## config.mk

```make
export PLATFORM = sky130hd
export DESIGN_NAME = filt_frame_sequencer_flat
export DESIGN_NICKNAME = d
export VERILOG_FILES = /design/src/rtl/filt_pkg.sv /design/src/rtl/filt_frame_sequencer_if.sv /design/src/rtl/filt_frame_sequencer_sat_cnt8.sv /design/src/rtl/filt_frame_sequencer.sv /design/src/flat_wrapper.sv
export SDC_FILE = /design/constraint.sdc
export NUM_CORES = 1
export LEC_CHECK = 0
export CORE_MARGIN = 2
export CORE_UTILIZATION = 25
export CTS_CLUSTER_DIAMETER = 120
export CTS_CLUSTER_SIZE = 28
export DETAILED_ROUTE_END_ITERATION = 8
export GPL_ROUTABILITY_DRIVEN = 0
export PLACE_DENSITY = 0.46
export SYNTH_ARGS = -nofsm -noshare
export SYNTH_HDL_FRONTEND = slang
export SYNTH_SLANG_ARGS = --single-unit
```

## constraint.sdc

```tcl
create_clock -name clk -period 5 [get_ports clk]
set_clock_uncertainty 0.2 [all_clocks]
set_input_delay 0.5 -clock clk [delete_from_list [all_inputs] [get_ports clk]]
set_output_delay 0.5 -clock clk [all_outputs]
set_load 0.05 [all_outputs]
```

## src/rtl/filt_pkg.sv

```systemverilog
// Constants and state type shared by the frame sequencer and filter core.
// Holds the frame width, the packet header word and the sequencer states.
package filt_pkg;

  localparam int DW = 14;

  localparam logic [DW-1:0] HDR = 14'h0FFF;

  typedef enum logic [2:0] {
    IDLE,
    GET_D,
    GET_X,
    ISSUE,
    WAIT_DONE,
    RESP
  } seq_state_t;

endpackage

```

## src/rtl/filt_frame_sequencer_if.sv

```systemverilog
// Bus between sequencer, SPI frame receiver, filter core and SPI transmitter.
// master: sequencer side; slave: SPI/filter environment side.
interface filt_seq_if;
  import filt_pkg::*;

  logic          frm_valid;
  logic [DW-1:0] frm_data;
  logic          flt_start;
  logic          flt_ready;
  logic [DW-1:0] flt_d;
  logic [DW-1:0] flt_x;
  logic          flt_done;
  logic [DW-1:0] flt_y;
  logic          tx_load;
  logic [DW-1:0] tx_data;

  modport master (
    input  frm_valid, frm_data,
    input  flt_ready, flt_done, flt_y,
    output flt_start, flt_d, flt_x,
    output tx_load, tx_data
  );

  modport slave (
    output frm_valid, frm_data,
    output flt_ready, flt_done, flt_y,
    input  flt_start, flt_d, flt_x,
    input  tx_load, tx_data
  );

endinterface

```

## src/rtl/filt_frame_sequencer_sat_cnt8.sv

```systemverilog
// sat_cnt8: 8-bit incrementer that sticks at 8'hFF, with sync clear.
// Ports: clk, clr_i (wins over inc_i), inc_i, cnt_o.
module sat_cnt8 (
  input  logic       clk,
  input  logic       clr_i,
  input  logic       inc_i,
  output logic [7:0] cnt_o
);

  logic [7:0] cnt_q;

  always_ff @(posedge clk) begin
    if (clr_i)
      cnt_q <= '0;
    else if (inc_i && cnt_q != 8'hFF)
      cnt_q <= cnt_q + 8'd1;
  end

  assign cnt_o = cnt_q;

endmodule

```

## src/rtl/filt_frame_sequencer.sv

```systemverilog
// Parses header/d/x frames into one filter transaction and returns y.
// Ports: clk, rstn (sync, active-high), bus (filt_seq_if.master),
//   busy, pkt_cnt, hdr_err_cnt, ovr_err_cnt, to_err_cnt.
// Macro FILT_SEQ_TIMEOUT_EN adds an inter-frame timeout (TIMEOUT_CYC).
module filt_frame_sequencer
  import filt_pkg::*;
#(
  parameter int TIMEOUT_CYC = 4096
) (
  input  logic            clk,
  input  logic            rstn,
  filt_seq_if.master      bus,
  output logic            busy,
  output logic [15:0]     pkt_cnt,
  output logic [7:0]      hdr_err_cnt,
  output logic [7:0]      ovr_err_cnt,
  output logic [7:0]      to_err_cnt
);

  seq_state_t    state_q, state_d;
  logic          start_q, start_d;
  logic          load_q, load_d;
  logic [DW-1:0] d_q, d_d;
  logic [DW-1:0] x_q, x_d;
  logic [DW-1:0] y_q, y_d;
  logic [15:0]   pkt_q, pkt_d;

  logic hdr_inc;
  logic ovr_inc;
  logic timeout;
  logic is_hdr;
  logic frm;
  logic in_get;

  assign frm    = bus.frm_valid;
  assign is_hdr = (bus.frm_data == HDR);
  assign in_get = (state_q == GET_D) || (state_q == GET_X);

`ifdef FILT_SEQ_TIMEOUT_EN
  localparam int TW = (TIMEOUT_CYC > 2) ? $clog2(TIMEOUT_CYC) : 1;

  logic [TW-1:0] tmo_q, tmo_d;

  // Idle-cycle count while mid-packet; any frame restarts the window.
  assign tmo_d   = (in_get && !frm) ? tmo_q + TW'(1) : '0;
  assign timeout = in_get && !frm
                && (tmo_q == TW'(TIMEOUT_CYC - 1));

  always_ff @(posedge clk) begin
    if (rstn)
      tmo_q <= '0;
    else
      tmo_q <= tmo_d;
  end
`else
  logic unused_tmo;
  assign unused_tmo = (TIMEOUT_CYC != 0) & in_get;
  assign timeout    = 1'b0;
`endif

  // State and registered outputs.
  always_ff @(posedge clk) begin
    if (rstn) begin
      state_q <= IDLE;
      start_q <= 1'b0;
      load_q  <= 1'b0;
      d_q     <= '0;
      x_q     <= '0;
      y_q     <= '0;
      pkt_q   <= '0;
    end else begin
      state_q <= state_d;
      start_q <= start_d;
      load_q  <= load_d;
      d_q     <= d_d;
      x_q     <= x_d;
      y_q     <= y_d;
      pkt_q   <= pkt_d;
    end
  end

  // Next state and error events.
  always_comb begin
    state_d = state_q;
    hdr_inc = 1'b0;
    ovr_inc = 1'b0;
    unique case (state_q)
      IDLE: begin
        if (frm) begin
          if (is_hdr) state_d = GET_D;
          else        hdr_inc = 1'b1;
        end
      end
      GET_D: begin
        if (frm) begin
          if (is_hdr) hdr_inc = 1'b1;
          else        state_d = GET_X;
        end else if (timeout) begin
          state_d = IDLE;
        end
      end
      GET_X: begin
        if (frm) begin
          if (is_hdr) begin
            hdr_inc = 1'b1;
            state_d = GET_D;
          end else begin
            state_d = ISSUE;
          end
        end else if (timeout) begin
          state_d = IDLE;
        end
      end
      ISSUE: begin
        ovr_inc = frm;
        if (start_q) state_d = WAIT_DONE;
      end
      WAIT_DONE: begin
        ovr_inc = frm;
        if (bus.flt_done) state_d = RESP;
      end
      RESP: begin
        ovr_inc = frm;
        state_d = IDLE;
      end
      default: state_d = IDLE;
    endcase
  end

  // Next values of registered outputs.
  // flt_start is launched on the edge that enters ISSUE when the
  // filter is already ready, giving a one-cycle frame-to-start path.
  always_comb begin
    d_d     = d_q;
    x_d     = x_q;
    y_d     = y_q;
    start_d = 1'b0;
    load_d  = 1'b0;
    pkt_d   = pkt_q;
    if (state_q == GET_D && frm && !is_hdr)
      d_d = bus.frm_data;
    if (state_q == GET_X && frm && !is_hdr)
      x_d = bus.frm_data;
    if (bus.flt_ready) begin
      if (state_q == GET_X && frm && !is_hdr)
        start_d = 1'b1;
      else if (state_q == ISSUE && !start_q)
        start_d = 1'b1;
    end
    if (state_q == WAIT_DONE && bus.flt_done)
      y_d = bus.flt_y;
    if (state_q == RESP) begin
      load_d = 1'b1;
      pkt_d  = pkt_q + 16'd1;
    end
  end

  sat_cnt8 u_hdr_cnt (
    .clk   (clk),
    .clr_i (rstn),
    .inc_i (hdr_inc),
    .cnt_o (hdr_err_cnt)
  );

  sat_cnt8 u_ovr_cnt (
    .clk   (clk),
    .clr_i (rstn),
    .inc_i (ovr_inc),
    .cnt_o (ovr_err_cnt)
  );

  sat_cnt8 u_to_cnt (
    .clk   (clk),
    .clr_i (rstn),
    .inc_i (timeout),
    .cnt_o (to_err_cnt)
  );

  assign bus.flt_start = start_q;
  assign bus.flt_d     = d_q;
  assign bus.flt_x     = x_q;
  assign bus.tx_load   = load_q;
  assign bus.tx_data   = y_q;
  assign busy          = (state_q != IDLE);
  assign pkt_cnt       = pkt_q;

endmodule

```

## src/flat_wrapper.sv

```systemverilog
// flat-port wrapper written by rule: the top's interface ports become plain ports
module filt_frame_sequencer_flat import filt_pkg::*;
#(
  parameter int TIMEOUT_CYC = 4096
)
  (clk, rstn, busy, pkt_cnt, hdr_err_cnt, ovr_err_cnt, to_err_cnt, bus_frm_valid, bus_frm_data, bus_flt_ready, bus_flt_done, bus_flt_y, bus_flt_start, bus_flt_d, bus_flt_x, bus_tx_load, bus_tx_data);
  filt_seq_if bus_i ();
  input  logic clk;
  input  logic rstn;
  output logic busy;
  output logic [15:0] pkt_cnt;
  output logic [7:0] hdr_err_cnt;
  output logic [7:0] ovr_err_cnt;
  output logic [7:0] to_err_cnt;
  input wire logic [$bits(bus_i.frm_valid)-1:0] bus_frm_valid;
  input wire logic [$bits(bus_i.frm_data)-1:0] bus_frm_data;
  input wire logic [$bits(bus_i.flt_ready)-1:0] bus_flt_ready;
  input wire logic [$bits(bus_i.flt_done)-1:0] bus_flt_done;
  input wire logic [$bits(bus_i.flt_y)-1:0] bus_flt_y;
  output wire logic [$bits(bus_i.flt_start)-1:0] bus_flt_start;
  output wire logic [$bits(bus_i.flt_d)-1:0] bus_flt_d;
  output wire logic [$bits(bus_i.flt_x)-1:0] bus_flt_x;
  output wire logic [$bits(bus_i.tx_load)-1:0] bus_tx_load;
  output wire logic [$bits(bus_i.tx_data)-1:0] bus_tx_data;
  assign bus_i.frm_valid = bus_frm_valid;
  assign bus_i.frm_data = bus_frm_data;
  assign bus_i.flt_ready = bus_flt_ready;
  assign bus_i.flt_done = bus_flt_done;
  assign bus_i.flt_y = bus_flt_y;
  assign bus_flt_start = bus_i.flt_start;
  assign bus_flt_d = bus_i.flt_d;
  assign bus_flt_x = bus_i.flt_x;
  assign bus_tx_load = bus_i.tx_load;
  assign bus_tx_data = bus_i.tx_data;
  filt_frame_sequencer #(.TIMEOUT_CYC(TIMEOUT_CYC)) u_core (.clk(clk), .rstn(rstn), .bus(bus_i), .busy(busy), .pkt_cnt(pkt_cnt), .hdr_err_cnt(hdr_err_cnt), .ovr_err_cnt(ovr_err_cnt), .to_err_cnt(to_err_cnt));
endmodule
```

======== Word level (Yosys, flattened, before mapping) ========
Cells that the tools add are included.
storage, ports and cells
  bits in registers ....................... 79
  bits of input ports ..................... 33
  output and inout port bits .............. 85
  word-level logic and storage cells ...... 62
cells by class
  add/subtract/negate cells ............... 3
  equality and inequality tests ........... 15
  multiplexer cells ....................... 18
  bitwise gates (word level) .............. 1
  reduce and logical (&&, ||, !) cells .... 16
operators with widths
  cell                     count
  $mux W3                  7
  $add A16 B1 Y16 const B  1
  $add A8 B1 Y8 const B    2
  $ne A8 B8 Y1 const B     2
  $pmux W3 S5              1
  $eq A14 B12 Y1 const B   1
  $ne A2 B2 Y1 const B     5
  $logic_and A1 B1 Y1      8
  $mux W1                  8
  $reduce_and A7 Y1        1
  $eq A3 B2 Y1 const B     2
  $eq A3 B3 Y1 const B     2
  $ne A2 B1 Y1 const B     2
  $reduce_or A2 Y1         2
  $eq A3 B1 Y1 const B     1
  $logic_not A3 Y1         1
  $reduce_bool A3 Y1       1
  $reduce_or A3 Y1         1
  $logic_not A1 Y1         2
  $mux W2                  1
  $pmux W1 S2              1
  $not A1 Y1               1

======== Depth between registers and ports, before layout ========
  depth after elaboration ................. 5
  depth in mapped cells ................... 7
  gate-level depth less buffers ........... 6

======== Hierarchy ========
Synthesis repeated with hierarchy kept, for this count alone.
unflattened totals
  cell total of the unflattened synthesis .. 432
  area total of the unflattened synthesis .. 4015.1 µm²
modules (own cells, without submodules)
  module                times used  cells each  area each (µm²)  seq. area each (µm²)
  filt_frame_sequencer  1           294         2723.9           1261.2
  sat_cnt8              3           46          430.4            160.2

======== Worst setup path after synthesis ========
OpenSTA, ideal clock, no wires.
  path type ............................... in2reg
  from .................................... input bus_frm_data[13]
  to ...................................... register u_core.u_hdr_cnt.cnt_q[7], in the netlist u_core.u_hdr_cnt.cnt_o[7]
  setup time .............................. 121 ps
  arrival ................................. 1909 ps
  required time ........................... 4679 ps
  slack ................................... 2771 ps
  stages .................................. 5
  path buffers ............................ 0
  path through ............................ nand4b_1 nor4_4 xor2_1 nor4_1 mux2_2
between the ends
  longest elaborated chain between the ends .. 5
  elaborated cells on any way between the ends .. 7
  those cells by class .................... eq/ne: 1; mux: 5; reduce/logical: 1
RTL lines
  item                        RTL line                                                                             RTL
  start, declared             flat_wrapper.sv:16                                                                   input wire logic [$bits(bus_i.frm_data)-1:0] bus_frm_data;
  $eq A14 B12 Y1 (*)          filt_frame_sequencer.sv:36                                                           assign is_hdr = (bus.frm_data == HDR);
  $mux W1 (on tied branches)  filt_frame_sequencer.sv:96, filt_frame_sequencer.sv:104, filt_frame_sequencer.sv:90
  $mux W1 (on tied branches)  filt_frame_sequencer.sv:103, filt_frame_sequencer.sv:89
  $pmux W1 S2 (*)             filt_frame_sequencer.sv:87                                                           unique case (state_q)
  $logic_and A1 B1 Y1 (*)     filt_frame_sequencer_sat_cnt8.sv:15                                                  else if (inc_i && cnt_q != 8'hFF)
  end signal, assigned        filt_frame_sequencer_sat_cnt8.sv:16                                                  cnt_q <= cnt_q + 8'd1;
  end, declared               filt_frame_sequencer_sat_cnt8.sv:10                                                  logic [7:0] cnt_q;
Mark *: on every way between the ends. The rest lies on a longest branch, timed or not.
A chain may end at the register's enable or synchronous reset.

======== Worst setup path after layout ========
  from .................................... register u_core.state_q[1]
  to ...................................... output busy
between the ends
  longest elaborated chain between the ends .. 1
RTL lines
  item                    RTL line                     RTL
  start, declared         filt_frame_sequencer.sv:20   seq_state_t state_q, state_d;
  start signal, assigned  filt_frame_sequencer.sv:72   state_q <= state_d;
  $reduce_bool A3 Y1      filt_frame_sequencer.sv:184  assign busy = (state_q != IDLE);
  end, declared           flat_wrapper.sv:10           output logic busy;
No other way between the ends.

==> flow_summary.toml <==
[outcome]
status = "finished, final reports clean"

[yosys]
syn_inst = 378
synth_area_per_cell_um2 = 8.881
ys_types = 44
synth-edff-count = 0
synth_ff_type = "dfxtp_1"
syn_area_um2 = 3357
async_flop_share = 0
seq_area_frac_synth = 0.4711
yosys_warnings = 0
ys_ff_latch = 79

[timing]
slew_headroom = 0.3467
finalSetupTns_ns = 0
report.final.slew_viol_count = 0
setup_ws_ns = 2.241
finalSetupViolCount = 0
worst_pin_slew_ns = 0.9711
rsz0062_at_grt = "no"
hold_viol_final = 0
fmax_mhz = 362.5
hold_slack_ns = 0.2534
layout_min_cycle_time_ns = 2.759
final.period_utilization = 0.5517

[global_routing]
grt_use_met1 = 0.1638
overflow = 0
met2_usage = 0.1843
met3_usage = 0.03612
antenna_found_initial = 0
grt_max_degree = 43
grt_pass1_wl_um = 14150
grt_pass1_vias = 2766
grt_usage = 0.1250
grt-busiest-layer = "met2"

[layout]
n_fill_cell = 1346
drive_gt1_frac = 0.06392
fin_util = 0.3757
final_common_cell = "clkdlybuf4s50_1"
multi_input_area_um2 = 1662
regArea_um2 = 1582
antenna_cells = 0
final_nets = 516
final_cells = 661
final_cell_mix = "clkdlybuf4s50_1, dfxtp_1, nor2_1"
area_delta_synth_final_pct = 47.63

[route]
drt_wl_total_um = 8540
wl_per_cell_um = 12.92
drcViolationCount = 0
avgViaCountPerCell = 4.393
first_pass_iters = 5
first_iter_violations = 79
vias = 2904
ant_nets = 0

[place]
preCtsSetupSlack_ns = 1.956
dp.cells = 645
dp_hpwl_um = 6001
io_buffers = 109

[worst_hold_path]
hold_class = "reg -> reg"
hold_end = "u_core.bus.tx_data[5]"
hold_depth = 2
hp-start = "u_core.bus.tx_data[5]"

[worst_setup_path]
critPathCaptureType = "output pin"
reg2reg_to = "u_core.pkt_cnt[13]"
cp-start-kind = "flop"
reg2reg_depth = 5
crit_arrival_ns = 2.06
required_ns = 4.30
cp_max_fo = 17
crit_type = "reg -> out"
reg2reg_from = "u_core.state_q[0]"
rrSetupSlack_ns = 2.30

[clock_network]
postCtsSetupRepairBufs = 0
cts_tree = "yes"
cts_root_buf = "clkbuf_16"
clock_latency_ns = 0.34
cts.repair.resized = 0
cts_buffers = 9
h-tree-depth = 3
cts_buffer_depth = 2
cts.sinks = 79
clk_pin_slew_ns = 0.06
postCtsHoldBufs = 0

[power_and_ir_drop]
p_leak_nw = 1.671
vdd_drop_max_mv = 0.1929
power_density_nw_per_um2 = 305.6

[floorplanning]
pin_count = 118
die_y_um = 119.9
num_rows = 42
coreArea_um2 = 13190
die_x_um = 119.9
start_util = 0.2545
die-area_um2 = 14370

[job]
cap_violations = 0
synth_stat cells (3+ instances only):
cell	n	area, µm²
nor4_1	4	25.02
nor3_1	4	20.02
ha_1	3	37.54
buf_2	3	15.01
and3_1	5	31.28
buf_4	8	60.06
nor2_1	59	221.5
or3_1	4	25.02
or4_1	4	30.03
a21oi_1	28	140.1
o31ai_1	4	30.03
nand3_1	13	65.06
clkbuf_1	16	60.06
nor3b_1	3	22.52
dfxtp_1	79	1582
nand2b_1	3	18.77
o21ai_0	7	35.03
xnor2_1	10	87.58
xor2_1	12	105.1
nand2_1	44	165.2
nand4_1	6	37.54
nor2b_1	4	25.02
mux2i_1	28	280.3
inv_1	4	15.01
mux2_2	3	33.78
registers in the layout, indices dropped and copies added, names as in the netlist:
signal	count
u_core.bus.flt_start	1
u_core.bus.tx_load	1
u_core.bus.tx_data	14
u_core.bus.flt_x	14
u_core.u_ovr_cnt.cnt_o	8
u_core.pkt_cnt	16
u_core.state_q	3
u_core.bus.flt_d	14
u_core.u_hdr_cnt.cnt_o	8
worst max-delay path by stage:
stage	from	endpoint	slack [ns]	depth (start not counted)
floorplan	bus_frm_data[13]	u_core.u_hdr_cnt.cnt_o[7]	2.77	5
global placement	bus_frm_data[10]	u_core.u_hdr_cnt.cnt_o[4]	1.98	6
detailed placement	bus_frm_data[10]	u_core.u_hdr_cnt.cnt_o[4]	1.96	6
CTS	u_core.state_q[1]	busy	2.21	2
global route	u_core.state_q[0]	u_core.pkt_cnt[15]	1.89	5
finish	u_core.state_q[1]	busy	2.24	2
layout make-up:
cell class,count,area share
Tap cell,176,0.04443
Multi-Input combinational cell,274,0.3353
Clock inverter,7,0.02903
Clock buffer,9,0.04544
Timing Repair Buffer,112,0.2237
Inverter,4,0.003030
Sequential cell,79,0.3191
critical path: stages (launching register included):
cell and delay [ns]:
dfxtp_1 0.69, or3_1 0.20, clkdlybuf4s50_1 0.82
per-stage QoR:
stage	instance area [µm²]	power (mW)
finish	4956	1.515
floorplan	3383	0.6866
detailed placement	4587	0.7196
CTS	4956	1.548
global route	4956	1.579
global placement	4587	0.7193
power by group:
group / total [mW] / leakage [nW] / switching, mW / internal [mW]
Clock: 0.810 / 0.172 / 0.270 / 0.540
Sequential: 0.632 / 0.636 / 0.00176 / 0.631
Combinational: 0.0720 / 0.862 / 0.0421 / 0.0299
Total: 1.51 / 1.67 / 0.314 / 1.20
kinds of logic after synthesis:
kind of cell / after synthesis / share of synthesized area
flip-flops: 79 / 0.4711
multiplexers: 31 / 0.09355
AO/OA/AOI/OAI: 46 / 0.07790
adder cells (fa/ha/maj): 3 / 0.01118
XOR/XNOR: 22 / 0.05740
buffers and inverters: 32 / 0.04584
other: 1 / 0.001117
AND/OR/NAND/NOR: 164 / 0.2419
metal layers:
metal / routed length [µm] / vias to the layer above
met3: 476 / 13
met5: 0 / -
met4: 197 / 0
met2: 3697 / 78
met1: 4168 / 1327
li1: - / 1486
No activity file was read; power rests on OpenSTA's default activity.
